File: config.mk
export PLATFORM = sky130hd
export DESIGN_NAME = hazard_stall_ctrl
export DESIGN_NICKNAME = d
export VERILOG_FILES = /design/src/rtl/hazard_pkg.sv /design/src/rtl/fwd_unit.sv /design/src/rtl/hazard_stall_ctrl.sv
export SDC_FILE = /design/constraint.sdc
export NUM_CORES = 1
export LEC_CHECK = 0
export CORE_ASPECT_RATIO = 2
export CORE_UTILIZATION = 24
export DETAILED_ROUTE_END_ITERATION = 10
export HOLD_SLACK_MARGIN = 0.12
export SKIP_CTS_REPAIR_TIMING = 1
export SYNTH_ARGS = -nofsm -noshare
export SYNTH_HDL_FRONTEND = slang
export SYNTH_SLANG_ARGS = --single-unit
File: constraint.sdc
create_clock -name clk -period 4.7 [get_ports clk]
set_input_delay 0.94 -clock clk [delete_from_list [all_inputs] [get_ports clk]]
set_output_delay 0.94 -clock clk [all_outputs]
set_load 0.005 [all_outputs]
File: src/rtl/hazard_pkg.sv
// Shared types and helpers for the pipeline hazard/stall controller.
package hazard_pkg;

    typedef enum logic [1:0] {
        FWD_RF = 2'b00,
        FWD_W  = 2'b01,
        FWD_M  = 2'b10
    } fwd_sel_t;

    typedef enum logic {
        RUN      = 1'b0,
        MDU_BUSY = 1'b1
    } hz_state_t;

    localparam logic [4:0] REG_ZERO = 5'd0;

    // True when a writing producer targets the given source register ($0 never matches).
    function automatic logic reg_match(input logic       we,
                                       input logic [4:0] dst,
                                       input logic [4:0] src);
        return we && (dst != REG_ZERO) && (dst == src);
    endfunction

endpackage

File: src/rtl/fwd_unit.sv
// EX-stage forwarding-mux select pair; M has priority over W.
module fwd_unit
    import hazard_pkg::*;
(
    input  logic [4:0] register_s_e,
    input  logic [4:0] register_t_e,
    input  logic [4:0] write_reg_m,
    input  logic       reg_write_m,
    input  logic [4:0] write_reg_w,
    input  logic       reg_write_w,
    output fwd_sel_t   forward_a_e,
    output fwd_sel_t   forward_b_e
);

    // Select the youngest producer for each EX source operand.
    always_comb begin
        forward_a_e = FWD_RF;
        forward_b_e = FWD_RF;
        if (reg_match(reg_write_m, write_reg_m, register_s_e)) begin
            forward_a_e = FWD_M;
        end else if (reg_match(reg_write_w, write_reg_w, register_s_e)) begin
            forward_a_e = FWD_W;
        end else begin
            forward_a_e = FWD_RF;
        end
        if (reg_match(reg_write_m, write_reg_m, register_t_e)) begin
            forward_b_e = FWD_M;
        end else if (reg_match(reg_write_w, write_reg_w, register_t_e)) begin
            forward_b_e = FWD_W;
        end else begin
            forward_b_e = FWD_RF;
        end
    end

endmodule

File: src/rtl/hazard_stall_ctrl.sv
// Stall/flush sequencer for the 5-stage core: load-use/RAW stalls, branch squash, MDU hold.
// Optional feature macro: FORWARDING_EN (EX forwarding; only load-use then stalls).
module hazard_stall_ctrl
    import hazard_pkg::*;
#(
    parameter int MDU_LATENCY = 4,
    parameter int CNT_W       = 32
) (
    input  logic             clk,
    input  logic             reset,
    input  logic [4:0]       register_s_d,
    input  logic [4:0]       register_t_d,
    input  logic [4:0]       register_s_e,
    input  logic [4:0]       register_t_e,
    input  logic [4:0]       write_reg_e,
    input  logic             reg_write_e,
    input  logic             mem_rd_en_e,
    input  logic [4:0]       write_reg_m,
    input  logic             reg_write_m,
    input  logic [4:0]       write_reg_w,
    input  logic             reg_write_w,
    input  logic             branch_taken_d,
    input  logic             mdu_start_e,
    output logic             stall_f,
    output logic             stall_d,
    output logic             flush_d,
    output logic             stall_e,
    output logic             flush_e,
    output logic             flush_m,
    output logic [1:0]       forward_a_e,
    output logic [1:0]       forward_b_e,
    output logic             mdu_busy,
    output logic [CNT_W-1:0] stall_cycles
);

    localparam int             CW        = (MDU_LATENCY > 2) ? $clog2(MDU_LATENCY) : 1;
    localparam logic           MDU_MULTI = (MDU_LATENCY > 1);
    localparam logic [CW-1:0]  CNT_LOAD  = CW'((MDU_LATENCY > 1) ? (MDU_LATENCY - 2) : 0);
    localparam logic [CNT_W-1:0] STALL_MAX = {CNT_W{1'b1}};

    hz_state_t        state_q, state_d;
    logic [CW-1:0]    cnt_q, cnt_d;
    logic [CNT_W-1:0] stall_cnt_q, stall_cnt_d;

    logic     busy_s;
    logic     load_use_s;
    logic     raw_s;
    logic     hazard_s;
    fwd_sel_t fwd_a_s;
    fwd_sel_t fwd_b_s;

    assign busy_s     = (state_q == MDU_BUSY);
    assign load_use_s = mem_rd_en_e && (write_reg_e != REG_ZERO) &&
                        ((write_reg_e == register_s_d) || (write_reg_e == register_t_d));
    assign hazard_s   = load_use_s || raw_s;

`ifdef FORWARDING_EN
    logic unused_nofwd_s;

    assign raw_s          = 1'b0;
    assign unused_nofwd_s = reg_write_e;

    fwd_unit u_fwd_unit (
        .register_s_e (register_s_e),
        .register_t_e (register_t_e),
        .write_reg_m  (write_reg_m),
        .reg_write_m  (reg_write_m),
        .write_reg_w  (write_reg_w),
        .reg_write_w  (reg_write_w),
        .forward_a_e  (fwd_a_s),
        .forward_b_e  (fwd_b_s)
    );
`else
    logic unused_fwd_s;

    // Without forwarding, D must wait until an E or M producer has reached W.
    assign raw_s = reg_match(reg_write_e, write_reg_e, register_s_d) ||
                   reg_match(reg_write_e, write_reg_e, register_t_d) ||
                   reg_match(reg_write_m, write_reg_m, register_s_d) ||
                   reg_match(reg_write_m, write_reg_m, register_t_d);
    assign fwd_a_s      = FWD_RF;
    assign fwd_b_s      = FWD_RF;
    assign unused_fwd_s = ^{register_s_e, register_t_e, write_reg_w, reg_write_w};
`endif

    // MDU occupancy FSM and down-counter next state; new starts are ignored while busy.
    always_comb begin
        state_d = state_q;
        cnt_d   = cnt_q;
        case (state_q)
            RUN: begin
                if (mdu_start_e && MDU_MULTI) begin
                    state_d = MDU_BUSY;
                    cnt_d   = CNT_LOAD;
                end else begin
                    state_d = RUN;
                end
            end
            MDU_BUSY: begin
                if (cnt_q == {CW{1'b0}}) begin
                    state_d = RUN;
                end else begin
                    cnt_d = cnt_q - CW'(1);
                end
            end
            default: begin
                state_d = RUN;
                cnt_d   = {CW{1'b0}};
            end
        endcase
    end

    // Saturating count of cycles in which D is held.
    always_comb begin
        stall_cnt_d = stall_cnt_q;
        if ((busy_s || hazard_s) && (stall_cnt_q != STALL_MAX)) begin
            stall_cnt_d = stall_cnt_q + CNT_W'(1);
        end else begin
            stall_cnt_d = stall_cnt_q;
        end
    end

    // State, MDU counter and performance counter registers.
    always_ff @(posedge clk) begin
        if (reset) begin
            state_q     <= RUN;
            cnt_q       <= {CW{1'b0}};
            stall_cnt_q <= {CNT_W{1'b0}};
        end else begin
            state_q     <= state_d;
            cnt_q       <= cnt_d;
            stall_cnt_q <= stall_cnt_d;
        end
    end

    // Pipeline controls: MDU hold beats hazard stall beats branch flush; all quiet in reset.
    always_comb begin
        stall_f      = 1'b0;
        stall_d      = 1'b0;
        flush_d      = 1'b0;
        stall_e      = 1'b0;
        flush_e      = 1'b0;
        flush_m      = 1'b0;
        forward_a_e  = 2'b00;
        forward_b_e  = 2'b00;
        mdu_busy     = 1'b0;
        stall_cycles = {CNT_W{1'b0}};
        if (reset) begin
            stall_cycles = {CNT_W{1'b0}};
        end else begin
            forward_a_e  = fwd_a_s;
            forward_b_e  = fwd_b_s;
            mdu_busy     = busy_s;
            stall_cycles = stall_cnt_q;
            if (busy_s) begin
                stall_f = 1'b1;
                stall_d = 1'b1;
                stall_e = 1'b1;
                flush_m = 1'b1;
            end else if (hazard_s) begin
                stall_f = 1'b1;
                stall_d = 1'b1;
                flush_e = 1'b1;
            end else begin
                flush_d = branch_taken_d;
            end
        end
    end

endmodule

==> flow_summary.json, run 1 <==
{
  "outcome": "complete, no violations",
  "synth.most_common_cell": "dfxtp_1",
  "synth_top_cell_area_share_pct": 27.94,
  "drive_gt1_share_pct": 12.86,
  "grt_pass1_vias": 2340,
  "postRouteAntennaNets": 0,
  "path_clk_slew_ns": 0.05,
  "yosys.area.top_type": "dfxtp_1",
  "multi_input_area_um2": 1647,
  "pin_count": 86,
  "syn2layout_area_growth_pct": 32.78,
  "port-buffer-count": 65,
  "antennaDiodeCount": 0,
  "placed_area_um2": 3192,
  "setup-tns-final_ns": 0,
  "hold_viol_final": 0,
  "cts.path.max_buffers": 2,
  "critPathCaptureType": "output pin",
  "hp-class": "register to register",
  "synth_cell_type_count": 47,
  "core.rowCount": 52,
  "total_leakage_power_nw": 1.191,
  "timing.final.crit_share_pct": 88.06,
  "post-dp-hpwl_mm": 5.186,
  "ys_seq_area_share_pct": 27.94,
  "design_area_um2": 3329,
  "path_max_fanout": 3,
  "gp_congestion": 0.7602,
  "critical_path_arrival_ns": 3.20,
  "ys_warn_count": 0,
  "numCtsBuffers": 5,
  "cp.required_ns": 3.76,
  "clock_latency_ns": 0.28,
  "synth_area_um2": 2507,
  "period_needed_ns": 4.139,
  "grt_first_pass_wirelength_mm": 10.89,
  "vias_per_cell": 4.788,
  "cts.sinks": 35,
  "slew_headroom_pct": 50.66,
  "ys.flop_type": "dfxtp_1",
  "chipHeight_um": 146.6,
  "initial_utilization_pct": 24.70,
  "nNetsFinal": 394,
  "p_per_area_nw_per_um2": 218.4,
  "firstDrtPassIters": 4,
  "clock.fmax_mhz": 241.6,
  "synth.area.top_cells": "dfxtp_1 (28%), nor2b_1 (8.0%), xor2_1 (7.0%)",
  "antenna_found_initial": 0,
  "gr-usage-all-layers_pct": 13.03,
  "dr.first_iter.drc_count": 67,
  "drcViolationCount": 0,
  "cp-start-kind": "input port",
  "maxCapViolations": 0,
  "synth_common_cells": "dfxtp_1 (35), nor2_1 (34), nor2b_1 (32), xor2_1 (20), nand3_1 (17)",
  "overflow": 0,
  "n_fill_cell": 1115,
  "rsz0062_at_grt": "false",
  "synth_edf_count": 0,
  "fin_hold_ws_ns": 0.4807,
  "cts_tree": "built",
  "core_um2": 10150,
  "finalWorstSetupSlack_ns": 0.5614,
  "path_class": "input port to output pin",
  "htreeDepth": 2,
  "seq_area_um2": 700.7,
  "die_area_um2": 10890,
  "syn-mean-instance-area_um2": 8.500,
  "ys_seq_elements": 35,
  "avgRoutedWirePerCell_um": 14.34,
  "vias": 2322,
  "worst_pin_slew_ns": 0.7402,
  "finalWirelength_mm": 6.956,
  "finalSetupViolations": 0,
  "grt_max_degree": 41,
  "ir_worst_vdd_v": 0.0001331,
  "async_flop_share_pct": 0,
  "slew_violations": 0,
  "die_w_um": 74.28,
  "finClkSkew_ns": 0.006817,
  "synth_cells": 295,
  "cts-root-buf": "clkbuf_16",
  "post-place-ws_ns": 0.5564
}
==> state kept, by name, indices dropped and copies added (netlist names) <==
signal,count
stall_cnt_q,32
cnt_q,2
busy_s,1
==> kinds of logic after synthesis <==
| family | share of synthesized area [%] |
|---|---|
| fa+ha+maj | 0.9978 |
| flops | 27.94 |
| simple gates | 38.07 |
| buf+inv | 6.836 |
| xor+xnor | 6.986 |
| other cells | 0.1496 |
| mux | 11.33 |
| compound gates | 7.684 |
==> metal layers <==
| layer | wire length (µm) | track usage [%] | vias to the layer above |
|---|---|---|---|
| met5 | 0 | 0 | - |
| met1 | 2602 | 12.29 | 1106 |
| li1 | - | - | 1149 |
| met3 | 360 | 2.484 | 7 |
| met4 | 121 | 5.566 | 0 |
| met2 | 3873 | 25.55 | 60 |
==> placed cells by master, fill, tap and decap left out, types with 2 or more instances in the layout <==
cell type | synthesis | final
clkdlybuf4s50_1 | 0 | 64
mux2_4 | 10 | 10
nor4b_1 | 3 | 3
and4_1 | 8 | 8
ha_1 | 2 | 2
dfxtp_1 | 35 | 35
nor3_1 | 7 | 7
nor4_1 | 3 | 3
nor2b_1 | 32 | 32
nand2_1 | 11 | 11
conb_1 | 1 | 4
buf_4 | 10 | 2
xor2_1 | 20 | 20
o21ai_0 | 6 | 6
a21oi_1 | 7 | 7
o31ai_1 | 2 | 2
a22oi_1 | 2 | 2
clkbuf_16 | 0 | 5
o31a_1 | 2 | 2
clkbuf_1 | 8 | 2
and2_1 | 2 | 2
mux2_2 | 11 | 11
nor3b_1 | 3 | 3
nor2_1 | 34 | 34
o21a_1 | 2 | 2
inv_1 | 4 | 4
or4_1 | 6 | 6
and3_1 | 6 | 6
nand4_1 | 8 | 8
nand3_1 | 17 | 17
nor3_2 | 10 | 10
or3_1 | 5 | 5
==> through the flow <==
step                power, mW  utilization [%]  std cells
floorplan              0.3710                -        298
global placement       0.4111            31.45        477
detailed placement     0.4138            31.45        477
CTS                    0.7393            32.80        485
global route           0.7593            32.80        485
finish                 0.7271            32.80        485
==> layout make-up <==
| cell class | instances | share of cell area (%) |
|---|---|---|
| Multi-Input combinational cell | 236 | 49.46 |
| Timing Repair Buffer | 67 | 19.84 |
| Tap cell | 135 | 5.073 |
| Clock inverter | 1 | 0.1503 |
| Clock buffer | 7 | 3.983 |
| Inverter | 4 | 0.4510 |
| Sequential cell | 35 | 21.04 |
==> worst max-delay path, cell delays in order <==
cell and delay, ns:
clkdlybuf4s50_1 0.47, or4_1 0.55, o21ai_0 0.33, o22a_1 0.21, and4_1 0.21, clkdlybuf4s50_1 0.50
==> where the power goes <==
group	total, mW	internal (mW)	switching [mW]
clock network	0.320	0.196	0.125
logic	0.104	0.0469	0.0566
registers	0.303	0.301	0.00262
==> final timing paths <==
kind                                      start              to  slack, ns  cells after the start
worst min-delay path                   cnt_q[1]        cnt_q[1]       0.48                      2
worst max-delay path             write_reg_m[1]         flush_d       0.56                      6
worst max register to register  stall_cnt_q[16]  stall_cnt_q[5]       2.28                      6
worst min register to register         cnt_q[1]        cnt_q[1]       0.48                      2
No activity file was read; power rests on OpenSTA's default activity.
==> run 2, diff against run 1 <==
CORE_MARGIN = 3   (was default)
clock period = 4.25 ns   (was 4.7 ns; I/O delays follow)
==> flow_summary.json, run 2 (same netlist as run 1, synthesis figures left out) <==
{
  "cts_tree": "built",
  "post-place-ws_ns": 0.2345,
  "p_per_area_nw_per_um2": 262.6,
  "finalSetupViolations": 0,
  "grt_max_degree": 55,
  "final_cell_mix": "clkdlybuf4s50_1 (64), dfxtp_1 (35), nor2_1 (34)",
  "dp_cells": 477,
  "port-buffer-count": 65,
  "cp.required_ns": 3.40,
  "cts.sinks": 35,
  "finalWorstSetupSlack_ns": 0.2325,
  "avgRoutedWirePerCell_um": 14.76,
  "overflow": 0,
  "nNetsFinal": 394,
  "grt.busiest_layer": "met2",
  "placed_area_um2": 3204,
  "period_needed_ns": 4.017,
  "initial_utilization_pct": 24.70,
  "critical_path_arrival_ns": 3.17,
  "outcome": "complete, no violations",
  "clock.fmax_mhz": 248.9,
  "finalWirelength_mm": 7.157,
  "seq_area_um2": 700.7,
  "antennaDiodeCount": 0,
  "core.rowCount": 52,
  "vias": 2321,
  "syn2layout_area_growth_pct": 34.73,
  "critPathCaptureType": "output pin",
  "setup-tns-final_ns": 0,
  "grt_first_pass_wirelength_mm": 11.32,
  "path_class": "input port to output pin",
  "htreeDepth": 2,
  "clock_latency_ns": 0.29,
  "ir_worst_vdd_v": 0.0001332,
  "gp_congestion": 0.7587,
  "worst_pin_slew_ns": 0.7657,
  "slew_headroom_pct": 48.95,
  "regMostFlops": "stall_cnt_q",
  "slew_violations": 0,
  "postRouteAntennaNets": 0,
  "cp-start-kind": "input port",
  "multi_input_area_um2": 1647,
  "grt_pass1_vias": 2277,
  "final_cell_count_no_fill": 485,
  "grtUsageMet2_pct": 24.23,
  "rsz0062_at_grt": "false",
  "antenna_found_initial": 0,
  "layout_commonest_cell": "clkdlybuf4s50_1",
  "vias_per_cell": 4.786,
  "hold_viol_final": 0,
  "drcViolationCount": 0,
  "finClkSkew_ns": 0.008003,
  "pin_count": 86,
  "fin_hold_ws_ns": 0.4843,
  "design_area_um2": 3378,
  "grt_util_met3_pct": 2.695,
  "die_w_um": 78.28,
  "core_um2": 10150,
  "post-dp-hpwl_mm": 5.413,
  "firstDrtPassIters": 4,
  "hp-class": "register to register",
  "timing.final.crit_share_pct": 94.53,
  "grt_use_met1_pct": 11.99,
  "n_fill_cell": 1094,
  "gr-usage-all-layers_pct": 12.28,
  "cts-root-buf": "clkbuf_16",
  "die_area_um2": 11780,
  "numCtsBuffers": 5,
  "drive_gt1_share_pct": 13.43,
  "dr.first_iter.drc_count": 78,
  "path_clk_slew_ns": 0.06,
  "path_max_fanout": 3,
  "total_leakage_power_nw": 1.215,
  "cts.path.max_buffers": 2,
  "maxCapViolations": 0,
  "largest_register_ff_count": 32,
  "chipHeight_um": 150.6
}
-- run 2: cell types whose count changed in the layout (fill, tap and decap cells not counted), sizes merged --
cell	delta
bufinv	+1
clkbuf	-1
-- run 2: metal layers --
metal	up-vias	wire length [µm]
li1	1149	-
met1	1098	2638
met2	67	4059
met3	7	332
met4	0	125
met5	-	0
-- run 2: worst max-delay path, stage by stage --
cell	delay, ns
clkdlybuf4s50_1	0.46
or4_1	0.52
o21ai_0	0.41
o22a_1	0.22
and4_1	0.19
clkdlybuf4s50_1	0.51
-- run 2: area by class of cell --
| type | count | area share [%] |
|---|---|---|
| clock buffers | 6 | 4.111 |
| clock inverters | 2 | 1.037 |
| inverters | 4 | 0.4444 |
| multi-input cells | 236 | 48.74 |
| flip-flops and latches | 35 | 20.74 |
| well taps | 135 | 5.000 |
| repair buffers | 67 | 19.93 |
-- run 2: final timing paths --
| kind | from | to | slack [ns] | depth (start not counted) |
|---|---|---|---|---|
| max reg2reg | stall_cnt_q[18] | stall_cnt_q[17] | 1.81 | 6 |
| min | cnt_q[1] | cnt_q[1] | 0.48 | 2 |
| max | write_reg_m[1] | flush_d | 0.23 | 6 |
| min reg2reg | cnt_q[1] | cnt_q[1] | 0.48 | 2 |
-- run 2: per-stage QoR --
stage	total power, mW	util (%)
finish	0.8873	33.28
global route	0.9201	33.28
CTS	0.8997	33.28
detailed placement	0.4587	31.57
global placement	0.4558	31.57
floorplan	0.4103	-
-- run 2: where the power goes --
group	leakage (nW)	internal, mW	switching [mW]
clock	0.0868	0.292	0.145
combinational	0.846	0.0531	0.0630
sequential	0.283	0.332	0.00249
total	1.22	0.677	0.210
